===== src/rtl/v850_seq_pkg.sv =====
// ---------------------------------------------------------------------------
// v850_seq_pkg
// Shared types and constants for the V850 multi-cycle instruction sequencer:
// the sequencer state encoding, the exception codes the sequencer itself
// generates, and the PC step sizes for 16- and 32-bit instructions.
// ---------------------------------------------------------------------------
package v850_seq_pkg;

  typedef enum logic [2:0] {
    ST_IDLE   = 3'd0,
    ST_FETCH  = 3'd1,
    ST_DECODE = 3'd2,
    ST_EXEC   = 3'd3,
    ST_MEM    = 3'd4,
    ST_WB     = 3'd5,
    ST_EXC    = 3'd6,
    ST_HALT   = 3'd7
  } seq_state_t;

  localparam logic [15:0] ECODE_NMI     = 16'h0010;
  localparam logic [15:0] ECODE_TIMEOUT = 16'h0060;

  localparam logic [2:0]  PC_INC16      = 3'd2;
  localparam logic [2:0]  PC_INC32      = 3'd4;

  // PC step for a sequentially retiring instruction of the given length.
  function automatic logic [2:0] pc_step(input logic is32);
    return is32 ? PC_INC32 : PC_INC16;
  endfunction

endpackage


===== src/rtl/seq_watchdog.sv =====
// ---------------------------------------------------------------------------
// seq_watchdog
// Counts cycles the sequencer spends waiting in EXEC or MEM and flags the
// cycle in which the WDT_CYCLES-th consecutive wait cycle occurs.
//   clk, rst   : core clock, synchronous active-high reset
//   clear_i    : restart the count (asserted on every sequencer state change)
//   en_i       : this cycle is a wait cycle (no done/ack arrived)
//   expired_o  : this wait cycle is the WDT_CYCLES-th one
// ---------------------------------------------------------------------------
module seq_watchdog #(
  parameter int unsigned WDT_CYCLES = 64
) (
  input  logic clk,
  input  logic rst,
  input  logic clear_i,
  input  logic en_i,
  output logic expired_o
);

  localparam int unsigned    CW   = (WDT_CYCLES > 1) ? $clog2(WDT_CYCLES + 1) : 1;
  localparam logic [CW-1:0]  LAST = CW'(WDT_CYCLES - 1);
  localparam logic [CW-1:0]  ONE  = CW'(1);

  logic [CW-1:0] cnt_q;
  logic [CW-1:0] cnt_d;

  // cnt_q holds the number of wait cycles already seen, so the current wait
  // cycle is the last allowed one when cnt_q == WDT_CYCLES-1.
  assign expired_o = en_i && (cnt_q == LAST);

  // Next-count logic: clear wins, saturate at LAST.
  always_comb begin
    cnt_d = cnt_q;
    if (clear_i) begin
      cnt_d = {CW{1'b0}};
    end else if (en_i && (cnt_q != LAST)) begin
      cnt_d = cnt_q + ONE;
    end else begin
      cnt_d = cnt_q;
    end
  end

  // Count register.
  always_ff @(posedge clk) begin
    if (rst) begin
      cnt_q <= {CW{1'b0}};
    end else begin
      cnt_q <= cnt_d;
    end
  end

endmodule


===== src/rtl/v850_sequencer.sv =====
// ---------------------------------------------------------------------------
// v850_sequencer
// Multi-cycle instruction sequencer: IDLE -> FETCH -> DECODE -> EXEC ->
// [MEM] -> WB, with HALT, interrupt/NMI entry at instruction boundaries and
// an EXEC/MEM watchdog raising an FE-level timeout exception.
//   fetch_ack_i, mem_ack_i, ex_done_i : handshakes from fetch/memory/executer
//   dec_*_i                           : decoded attributes of the instruction
//   irq_i/irq_code_i, nmi_i, psw_*_i  : interrupt sources and their masks
//   fetch_req_o, dec_en_o, ex_en_o, mem_req_o, wb_en_o : stage strobes
//   pc_inc_o, pc_load_o               : PC update in WB
//   exc_take_o, exc_fe_o, exc_code_o  : exception entry
//   state_o, instret_o                : current state, retired count
// Every output is a decode of, or a copy of, a register.
// ---------------------------------------------------------------------------
module v850_sequencer
  import v850_seq_pkg::*;
#(
  parameter int unsigned WDT_CYCLES = 64
) (
  input  logic        clk,
  input  logic        rst,
  input  logic        fetch_ack_i,
  input  logic        dec_is32_i,
  input  logic        dec_multi_i,
  input  logic        dec_mem_i,
  input  logic        dec_branch_i,
  input  logic        dec_halt_i,
  input  logic        ex_done_i,
  input  logic        mem_ack_i,
  input  logic        irq_i,
  input  logic [15:0] irq_code_i,
  input  logic        nmi_i,
  input  logic        psw_id_i,
  input  logic        psw_np_i,
  output logic        fetch_req_o,
  output logic        dec_en_o,
  output logic        ex_en_o,
  output logic        wb_en_o,
  output logic        mem_req_o,
  output logic [2:0]  pc_inc_o,
  output logic        pc_load_o,
  output logic        exc_take_o,
  output logic        exc_fe_o,
  output logic [15:0] exc_code_o,
  output logic [2:0]  state_o,
  output logic [31:0] instret_o
);

  seq_state_t  state_q,    state_d;
  logic [31:0] instret_q,  instret_d;
  logic        exc_fe_q,   exc_fe_d;
  logic [15:0] exc_code_q, exc_code_d;
  logic [2:0]  pc_inc_q,   pc_inc_d;
  logic        pc_load_q,  pc_load_d;

  logic        nmi_pend_s;
  logic        irq_pend_s;
  logic        wdt_en_s;
  logic        wdt_clear_s;
  logic        wdt_expired_s;

  assign nmi_pend_s = nmi_i & ~psw_np_i;
  assign irq_pend_s = irq_i & ~psw_id_i;

  // A wait cycle is one in which the stage would stay put for lack of a handshake.
  assign wdt_en_s    = ((state_q == ST_EXEC) && dec_multi_i && !ex_done_i) ||
                       ((state_q == ST_MEM) && !mem_ack_i);
  // Any state change restarts the count, which covers entry to EXEC and MEM.
  assign wdt_clear_s = (state_d != state_q);

  seq_watchdog #(
    .WDT_CYCLES (WDT_CYCLES)
  ) u_wdt (
    .clk       (clk),
    .rst       (rst),
    .clear_i   (wdt_clear_s),
    .en_i      (wdt_en_s),
    .expired_o (wdt_expired_s)
  );

  // Next-state, exception latch and WB-strobe preparation.
  always_comb begin
    state_d    = state_q;
    instret_d  = instret_q;
    exc_fe_d   = exc_fe_q;
    exc_code_d = exc_code_q;
    pc_inc_d   = 3'd0;
    pc_load_d  = 1'b0;

    case (state_q)
      ST_IDLE: begin
        state_d = ST_FETCH;
      end
      ST_FETCH: begin
        if (fetch_ack_i) begin
          state_d = ST_DECODE;
        end else begin
          state_d = ST_FETCH;
        end
      end
      ST_DECODE: begin
        state_d = ST_EXEC;
      end
      ST_EXEC: begin
        // Completion beats a coincident timeout.
        if (!dec_multi_i || ex_done_i) begin
          state_d = dec_mem_i ? ST_MEM : ST_WB;
        end else if (wdt_expired_s) begin
          state_d    = ST_EXC;
          exc_fe_d   = 1'b1;
          exc_code_d = ECODE_TIMEOUT;
        end else begin
          state_d = ST_EXEC;
        end
      end
      ST_MEM: begin
        if (mem_ack_i) begin
          state_d = ST_WB;
        end else if (wdt_expired_s) begin
          state_d    = ST_EXC;
          exc_fe_d   = 1'b1;
          exc_code_d = ECODE_TIMEOUT;
        end else begin
          state_d = ST_MEM;
        end
      end
      ST_WB: begin
        instret_d = instret_q + 32'd1;
        if (nmi_pend_s || irq_pend_s) begin
          state_d    = ST_EXC;
          exc_fe_d   = nmi_pend_s;
          exc_code_d = nmi_pend_s ? ECODE_NMI : irq_code_i;
        end else if (dec_halt_i) begin
          state_d = ST_HALT;
        end else begin
          state_d = ST_FETCH;
        end
      end
      ST_HALT: begin
        if (nmi_pend_s || irq_pend_s) begin
          state_d    = ST_EXC;
          exc_fe_d   = nmi_pend_s;
          exc_code_d = nmi_pend_s ? ECODE_NMI : irq_code_i;
        end else begin
          state_d = ST_HALT;
        end
      end
      ST_EXC: begin
        state_d = ST_FETCH;
      end
      default: begin
        state_d = ST_IDLE;
      end
    endcase

    // PC strobes are registered on WB entry so they are valid for exactly the WB cycle.
    if (state_d == ST_WB) begin
      pc_load_d = dec_branch_i;
      pc_inc_d  = dec_branch_i ? 3'd0 : pc_step(dec_is32_i);
    end else begin
      pc_load_d = 1'b0;
      pc_inc_d  = 3'd0;
    end
  end

  // State and output registers.
  always_ff @(posedge clk) begin
    if (rst) begin
      state_q    <= ST_IDLE;
      instret_q  <= 32'd0;
      exc_fe_q   <= 1'b0;
      exc_code_q <= 16'h0000;
      pc_inc_q   <= 3'd0;
      pc_load_q  <= 1'b0;
    end else begin
      state_q    <= state_d;
      instret_q  <= instret_d;
      exc_fe_q   <= exc_fe_d;
      exc_code_q <= exc_code_d;
      pc_inc_q   <= pc_inc_d;
      pc_load_q  <= pc_load_d;
    end
  end

  assign fetch_req_o = (state_q == ST_FETCH);
  assign dec_en_o    = (state_q == ST_DECODE);
  assign ex_en_o     = (state_q == ST_EXEC);
  assign mem_req_o   = (state_q == ST_MEM);
  assign wb_en_o     = (state_q == ST_WB);
  assign exc_take_o  = (state_q == ST_EXC);
  assign pc_inc_o    = pc_inc_q;
  assign pc_load_o   = pc_load_q;
  assign exc_fe_o    = exc_fe_q;
  assign exc_code_o  = exc_code_q;
  assign state_o     = state_q;
  assign instret_o   = instret_q;

endmodule


===== config.mk =====
export PLATFORM = sky130hd
export DESIGN_NAME = v850_sequencer
export DESIGN_NICKNAME = d
export VERILOG_FILES = /design/src/rtl/v850_seq_pkg.sv /design/src/rtl/seq_watchdog.sv /design/src/rtl/v850_sequencer.sv
export SDC_FILE = /design/constraint.sdc
export NUM_CORES = 1
export LEC_CHECK = 0
export CAP_MARGIN = 10
export CORE_UTILIZATION = 48
export CTS_BUF_LIST = sky130_fd_sc_hd__clkbuf_4 sky130_fd_sc_hd__clkbuf_8
export CTS_CLUSTER_DIAMETER = 80
export DETAILED_ROUTE_END_ITERATION = 8
export GPL_TIMING_DRIVEN = 1
export PLACE_DENSITY = 0.93
export SETUP_SLACK_MARGIN = 0.3
export SLEW_MARGIN = 20
export SYNTH_ARGS = -nofsm -noshare
export SYNTH_HDL_FRONTEND = slang
export SYNTH_SLANG_ARGS = --single-unit
export TNS_END_PERCENT = 5

===== constraint.sdc =====
create_clock -name clk -period 3.3 [get_ports clk]
set_clock_uncertainty 0.15 [all_clocks]
set_input_delay 0.99 -clock clk [delete_from_list [all_inputs] [get_ports clk]]
set_output_delay 0.99 -clock clk [all_outputs]
set_load 0.005 [all_outputs]

==> results of run 1 <==
==> power breakdown <==
part           switching (mW)  internal [mW]  total (mW)
Clock                   0.289          0.361       0.650
Combinational          0.0783         0.0936       0.172
Sequential             0.0221          0.758       0.780
==> worst max-delay path: cells and delay by family, from the launching register on <==
family	cells	cell delay (ns)
DFF	1	0.48
buffers and inverters	2	0.72
and+or+nand+nor	1	0.16
==> layer usage <==
layer,GRT usage (%),vias to the layer above
met5,0,-
met4,10.5,0
met3,5.52,9
met2,40.2,123
met1,29.8,1340
li1,-,1374
==> flip-flops by register name (all words and copies together), names as in the netlist <==
| name | count |
|---|---|
| exc_code_o | 16 |
| u_wdt.cnt_q | 7 |
| state_o | 3 |
| pc_inc_o | 2 |
| pc_load_o | 1 |
| instret_o | 32 |
| exc_fe_o | 1 |
==> synth_stat cells, drive strengths merged, types with 5 or more instances <==
| library cell | number | area [sq um] |
|---|---|---|
| nor4 | 15 | 93.8 |
| nand2 | 29 | 109 |
| nor3 | 13 | 65.1 |
| buf | 8 | 46.3 |
| or3 | 5 | 31.3 |
| nand3 | 23 | 115 |
| xnor2 | 28 | 245 |
| inv | 9 | 33.8 |
| clkbuf | 10 | 37.5 |
| nor2 | 49 | 184 |
| nand2b | 6 | 37.5 |
| dfxtp | 62 | 1240 |
| o21ai | 6 | 30.0 |
| a21oi | 27 | 135 |
==> kinds of logic (layout without fill, tap and decap cells) <==
family / after synthesis / in the layout / synth area share (%)
buffers and inverters: 27 / 119 / 4.10
other: 1 / 1 / 0.131
muxes: 2 / 2 / 0.698
adders and majority gates: 2 / 2 / 0.872
xor gates and xnor gates: 32 / 32 / 9.77
DFF: 62 / 62 / 43.3
AOI/OAI and AO/OA: 49 / 49 / 10.5
and+or+nand+nor: 172 / 172 / 30.7
==> path summary, 6_finish.rpt <==
kind                                      from              to  slack (ns)  cells after the start
worst max-delay path                state_o[0]         ex_en_o        0.48                      3
worst min-delay path            u_wdt.cnt_q[6]  u_wdt.cnt_q[6]        0.30                      2
worst max register to register      state_o[0]   instret_o[24]        0.84                      6
worst min register to register  u_wdt.cnt_q[6]  u_wdt.cnt_q[6]        0.30                      2
==> final cells by class <==
class | instances | area, sq um | share of cell area [%]
clock inverters | 5 | 50.0 | 1.25
well taps | 72 | 90.1 | 2.26
flip-flops and latches | 62 | 1240 | 31.2
inverters | 9 | 33.8 | 0.846
multi-input cells | 258 | 1510 | 37.8
clock buffers | 11 | 139 | 3.48
repair buffers | 94 | 926 | 23.2
==> what timing repair did <==
action	CTS	global route
pin swaps	0	0
endpoints found under the setup margin	1	3
setup buffers	0	0
gates resized for setup	1	2
==> per-stage QoR <==
step	cell area [sq um]	cells
6_report	3990	511
5_1_grt	3990	511
4_1_cts	3990	511
3_5_place_dp	3800	495
3_3_place_gp	3800	495
2_1_floorplan	2870	347
==> results.md, run 1 <==
- Status: complete, no violations
- Total number of placement rows: 27
- Met2 Wirelength: 3.53 mm
- Layout cells sized above 1: 6.83%
- Setup crit start kind: register
- CP Max Fanout: 15
- Library cells used by synthesis: 43
- # fillers: 409
- TritonCTS buffer count: 9
- Sink Count: 62
- Ys async rst share: 0%
- Routability Congestion: 0.879
- Rel. slew slack: 37.9%
- Final setup viols: 0
- Max_cap viols: 0
- Initial Utilization: between 50% and 60%
- Power consumption: 1.60 mW
- DRC: 0
- Via/cell ratio: 5.57
- Placement Setup Slack: roughly 0.14 ns
- Reg clk slew, reported paths: about 0.06 ns
- Slowest stage cell, crit path: clkdlybuf4s50_1
- Critical path, cell by cell: nand3b_1 -> inv_1 -> clkdlybuf4s50_1
- Setup TNS: 0 ns
- EDFF count, synth: 0
- Initial detailed-routing violation count: 200
- Leakage: approximately 1.3 nW
- WL met1: ~3.2 mm
- Seq/Total Area, Yosys: approximately 43%
- Overflow after GRT: 0
- Drt total wl: 7.43 mm
- H-tree Lvls: 3
- Slowest stage delay, CP: approximately 0.53 ns
- Synth Area per Inst: roughly 8.3 sq um
- Nets@finish: approximately 470
- Hold WS: between 0.2 and 0.3 ns
- Hold_buf cts: 0
- Core Area: between 5000 and 6000 sq um
- Post-Synthesis Cells: ~350
- Die W: ~79 um
- Routed Antenna Nets: 0
- Ys flop type: dfxtp_1
- Post-Synthesis Net Count: between 300 and 400
- First-pass GRT wire length: roughly 12 mm
- PortBufs: 90
- Yosys Warn Count: 0
- Clk buf depth: 2
- Hold Path Class: reg2reg
- Number of I/O pins: between 90 and 100
- Die H: roughly 79 um
- GRT Total Usage: around 24%
- Max Clock Freq: about 0.35 GHz
- Worst setup slack after layout: 0.476 ns
- Critical Path AT: approximately 1.7 ns
- Power per cell area: about 400 nW/um^2
- Max-slew violations: 0
- Period utilisation layout: ~86%
- Worst Setup Path Type: reg2out
- Via count: ~2800
- Met3 Wirelength: between 500 and 600 um
- Hold Fails Final Rpt: 0
- Post-layout util: between 70% and 80%
- HPWL after DPL: 5.19 mm
- Worst VDD drop: 0.260 mV
- Initial antenna violation count: 0
- Vias in the first global route: 2651
- RSZ-0062 raised after global routing: no
- First-pass DRT Iterations: 5
- Clock Latency Late Sink: approximately 0.33 ns
- Mapped Area: 2870 sq um
- WL per Instance: 14.5 um
- P&R area growth vs syn: 39.2%
- Worst setup EP type: output pin
- Top Layer Used: met4
- CTS tree: built
- Synthesized flop and latch total: between 60 and 70
- Post-layout minimum cycle time: 2.82 ns
- Largest net degree at the start of global routing: slightly below 50
- WP data required: roughly 2.2 ns
- Root buffer cell: clkbuf_8
- Die ar.: between 6000 and 7000 sq um
- Most frequent cells in the layout: 89 x clkdlybuf4s50_1, 59 x dfxtp_1, 49 x nor2_1, 29 x nand2_1, 28 x xnor2_1
- Worst-Margin Slew: between 0.9 and 1 ns
- Most common cell after layout, fill and taps aside: clkdlybuf4s50_1
- Ant. Diodes: 0
(Power assumes the default switching activity.)
==> run 2: changes to the inputs <==
--- a/config.mk
+++ b/config.mk
@@ -8,7 +8,6 @@
 export CAP_MARGIN = 10
 export CORE_UTILIZATION = 48
 export CTS_BUF_LIST = sky130_fd_sc_hd__clkbuf_4 sky130_fd_sc_hd__clkbuf_8
-export CTS_CLUSTER_DIAMETER = 80
 export DETAILED_ROUTE_END_ITERATION = 8
 export GPL_TIMING_DRIVEN = 1
 export PLACE_DENSITY = 0.93
==> results of run 2 <==
No change in the layout: final DEF, timing and power equal those of run 1.
==> run 3: changes to the inputs <==
--- a/config.mk
+++ b/config.mk
@@ -6,11 +6,10 @@
 export NUM_CORES = 1
 export LEC_CHECK = 0
 export CAP_MARGIN = 10
-export CORE_UTILIZATION = 48
-export CTS_BUF_LIST = sky130_fd_sc_hd__clkbuf_4 sky130_fd_sc_hd__clkbuf_8
+export CORE_UTILIZATION = 42
 export DETAILED_ROUTE_END_ITERATION = 8
 export GPL_TIMING_DRIVEN = 1
-export PLACE_DENSITY = 0.93
+export PLACE_DENSITY = 0.87
 export SETUP_SLACK_MARGIN = 0.3
 export SLEW_MARGIN = 20
 export SYNTH_ARGS = -nofsm -noshare
==> constraint.sdc (replaced) <==
create_clock -name clk -period 2.3 [get_ports clk]
set_clock_uncertainty 0.15 [all_clocks]
set_input_delay 0.69 -clock clk [delete_from_list [all_inputs] [get_ports clk]]
set_output_delay 0.69 -clock clk [all_outputs]
set_load 0.005 [all_outputs]
==> run 3 against run 2 <==
  * The flow now finishes with violations (design-rule violations)
  * Die area rose by 14%
  * Via count is 3.1% higher
  * Sequential power increased by 42%
  * Sequential share of layout area shrank 2.2 points
  * Register-to-register slack lost 0.72 ns
  * Flip-flop and latch count unchanged
  * Critical path depth rose by 3
  * Cell count grew 7.2%
  * Non-clock buffer count rose by 34
==> results.md, run 3 (same netlist as run 1, synthesis figures left out) <==
- Core Area: 6460 sq um
- Slowest stage delay, CP: about 0.56 ns
- Clock Latency Late Sink: between 0.3 and 0.4 ns
- Most frequent cells in the layout: 74 x clkdlybuf4s50_1, 57 x dfxtp_1, 48 x nor2_1, 35 x buf_4, 29 x nand2_1
- WL per Instance: 14.3 um
- Hold Crit Depth: 2
- Overflow after GRT: 0
- Reg clk slew, reported paths: ~0.070 ns
- CTS tree: built
- HPWL after DPL: between 5 and 6 mm
- PortBufs: 90
- First-pass DRT Iterations: 7
- Worst-Margin Slew: 0.557 ns
- Number of I/O pins: 92
- Via count: just under 3000
- GRT Total Usage: a little over a fifth
- Final setup viols: 0
- Largest net degree at the start of global routing: 35
- Die H: 84.7 um
- Via/cell ratio: 5.36
- Routability Congestion: 0.942
- Initial Utilization: between 40% and 50%
- Leakage: 1.54 nW
- Critical path, cell by cell: dlygate4sd2_1 -> nand2b_4 -> a21o_1 -> o21a_1 -> or4b_4 -> nor4b_4
- RSZ-0062 raised after global routing: yes
- TritonCTS buffer count: 9
- Clk buf depth: 2
- R2R depth: 7
- Max-slew violations: 0
- Failing checks: design-rule violations
- Internal power: 1.75 mW
- First-pass GRT wire length: 12.7 mm
- Initial detailed-routing violation count: 95
- Worst Setup Path Type: in2reg
- Max Clock Freq: roughly 0.46 GHz
- FF/Latch Area: ~1300 sq um
- Post-layout minimum cycle time: 2.18 ns
- Total number of placement rows: 29
- Root buffer cell: clkbuf_8
- Critical Path AT: roughly 2.3 ns
- Initial antenna violation count: 0
- Sink Count: slightly above 60
- Layout cells sized above 1: between 15 and 20%
- DRC: 7
- Die ar.: roughly 7200 sq um
- CP Max Fanout: 3
- # fillers: 530
- H-tree Lvls: 3
- Hold_buf cts: 0
- Power per cell area: between 500 and 600 nW/um^2
- Die W: about 85 um
- Clk pwr share: between 30% and 40%
- Nets@finish: 500
- Hold_sp: exc_code_o[1]
- Ant. Diodes: 0
- Worst VDD drop: roughly 0.32 mV
- Crit Reg-Reg Endpoint: pc_inc_o[2]
- Slowest stage cell, crit path: or4b_4
- Power consumption: roughly 2.3 mW
- Worst setup EP type: register
- Most common cell after layout, fill and taps aside: clkdlybuf4s50_1
- Number of flip-flops in the largest register: 32
- Setup TNS: 0 ns
- Hold Path Class: reg2reg
- Sw Pwr: between 0.5 and 0.6 mW
- Setup crit start kind: input pin
- Drt total wl: roughly 7.8 mm
- Hold Fails Final Rpt: 0
- Routed Antenna Nets: 0
- Max_cap viols: 0
- RR Startpoint: state_o[2]
- Sw Ratio: between 20% and 30%
- Vias in the first global route: 2873
- Period utilisation layout: between 90% and 100%
- Hold Crit Endpoint: exc_code_o[1]
- Status: finished, violations left
- P&R area growth vs syn: 51.2%
- Area of the multi-input gates: 1600 sq um
- WP data required: 2.40 ns
- Rel. slew slack: between 60% and 70%
- Combinational Power Share: 15.1%
- R2R Setup Slk: between 0.1 and 0.15 ns
- Power share of the sequential group: a little under half
==> run 3: cell types whose count changed in the layout (fill, tap and decap cells not counted), moves of 3 or more <==
cell / before / now
clkdlybuf4s50_1: 89 / 74
buf_4: 4 / 35
dfxtp_4: 0 / 3
dlygate4sd2_1: 0 / 9
buf_2: 1 / 4
clkinv_2: 4 / 1
nor2b_1: 4 / 1
nor2b_4: 0 / 3
clkbuf_8: 9 / 12
==> run 3: repair_timing <==
action | in CTS | in global routing
endpoints found under the setup margin | 97 | 101
resized for setup | 45 | 12
hold endpoints to repair | 0 | 0
buffers inserted | 11 | 1
pin swaps | 8 | 2
==> run 3: cell type report <==
type / instances / area share (%)
tap: 77 / 2.22
sequential: 62 / 28.9
inverter: 9 / 0.779
clock buffer: 13 / 3.89
clock inverter: 1 / 0.115
multi-input combinational: 258 / 36.9
timing repair buffer: 128 / 27.2
==> run 3: worst max path at each step <==
stage / startpoint / endpoint / slack [ns] / depth (start not counted)
5_1_grt: state_o[2] / pc_inc_o[2] / 0.09 / 7
4_1_cts: state_o[1] / fetch_req_o / 0.13 / 4
2_1_floorplan: irq_i / pc_inc_o[2] / -0.04 / 5
3_5_place_dp: irq_i / pc_inc_o[2] / -0.51 / 6
6_report: ex_done_i / pc_inc_o[2] / 0.12 / 6
3_3_place_gp: irq_i / pc_inc_o[2] / -0.49 / 6
==> run 3: metrics by stage <==
step / instances / hold slack, ns / setup slack, ns / cell area (sq um) / util (%)
2_1_floorplan: 347 / 0.268 / -0.0436 / 2870 / -
3_3_place_gp: 522 / 0.281 / -0.491 / 4000 / 61.9
3_5_place_dp: 522 / 0.298 / -0.515 / 4000 / 61.9
4_1_cts: 547 / 0.306 / 0.135 / 4280 / 66.3
5_1_grt: 548 / 0.332 / 0.0921 / 4340 / 67.2
6_report: 548 / 0.304 / 0.115 / 4340 / 67.2
==> run 3: power by group through the flow <==
stage / Combinational, mW / Clock [mW] / Sequential (mW)
after floorplan: 0.142 / 0 / 1.12
after global placement: 0.291 / 0 / 1.13
after detailed placement: 0.295 / 0 / 1.13
after CTS: 0.326 / 0.872 / 1.11
after global routing: 0.372 / 0.924 / 1.11
final: 0.348 / 0.856 / 1.11
==> run 3: worst max-delay path, delay by kind of cell <==
kind	cells	cell delay, ns
compound gates	2	0.38
buf+inv	1	0.27
simple gates	3	0.94
==> run 3: metal layers <==
metal / track usage [%] / up-vias / wire length [um]
li1: - / 1440 / -
met1: 26.9 / 1367 / 3430
met2: 38.2 / 117 / 3770
met3: 4.82 / 11 / 528
met4: 7.09 / 0 / 97
met5: 0 / - / 0
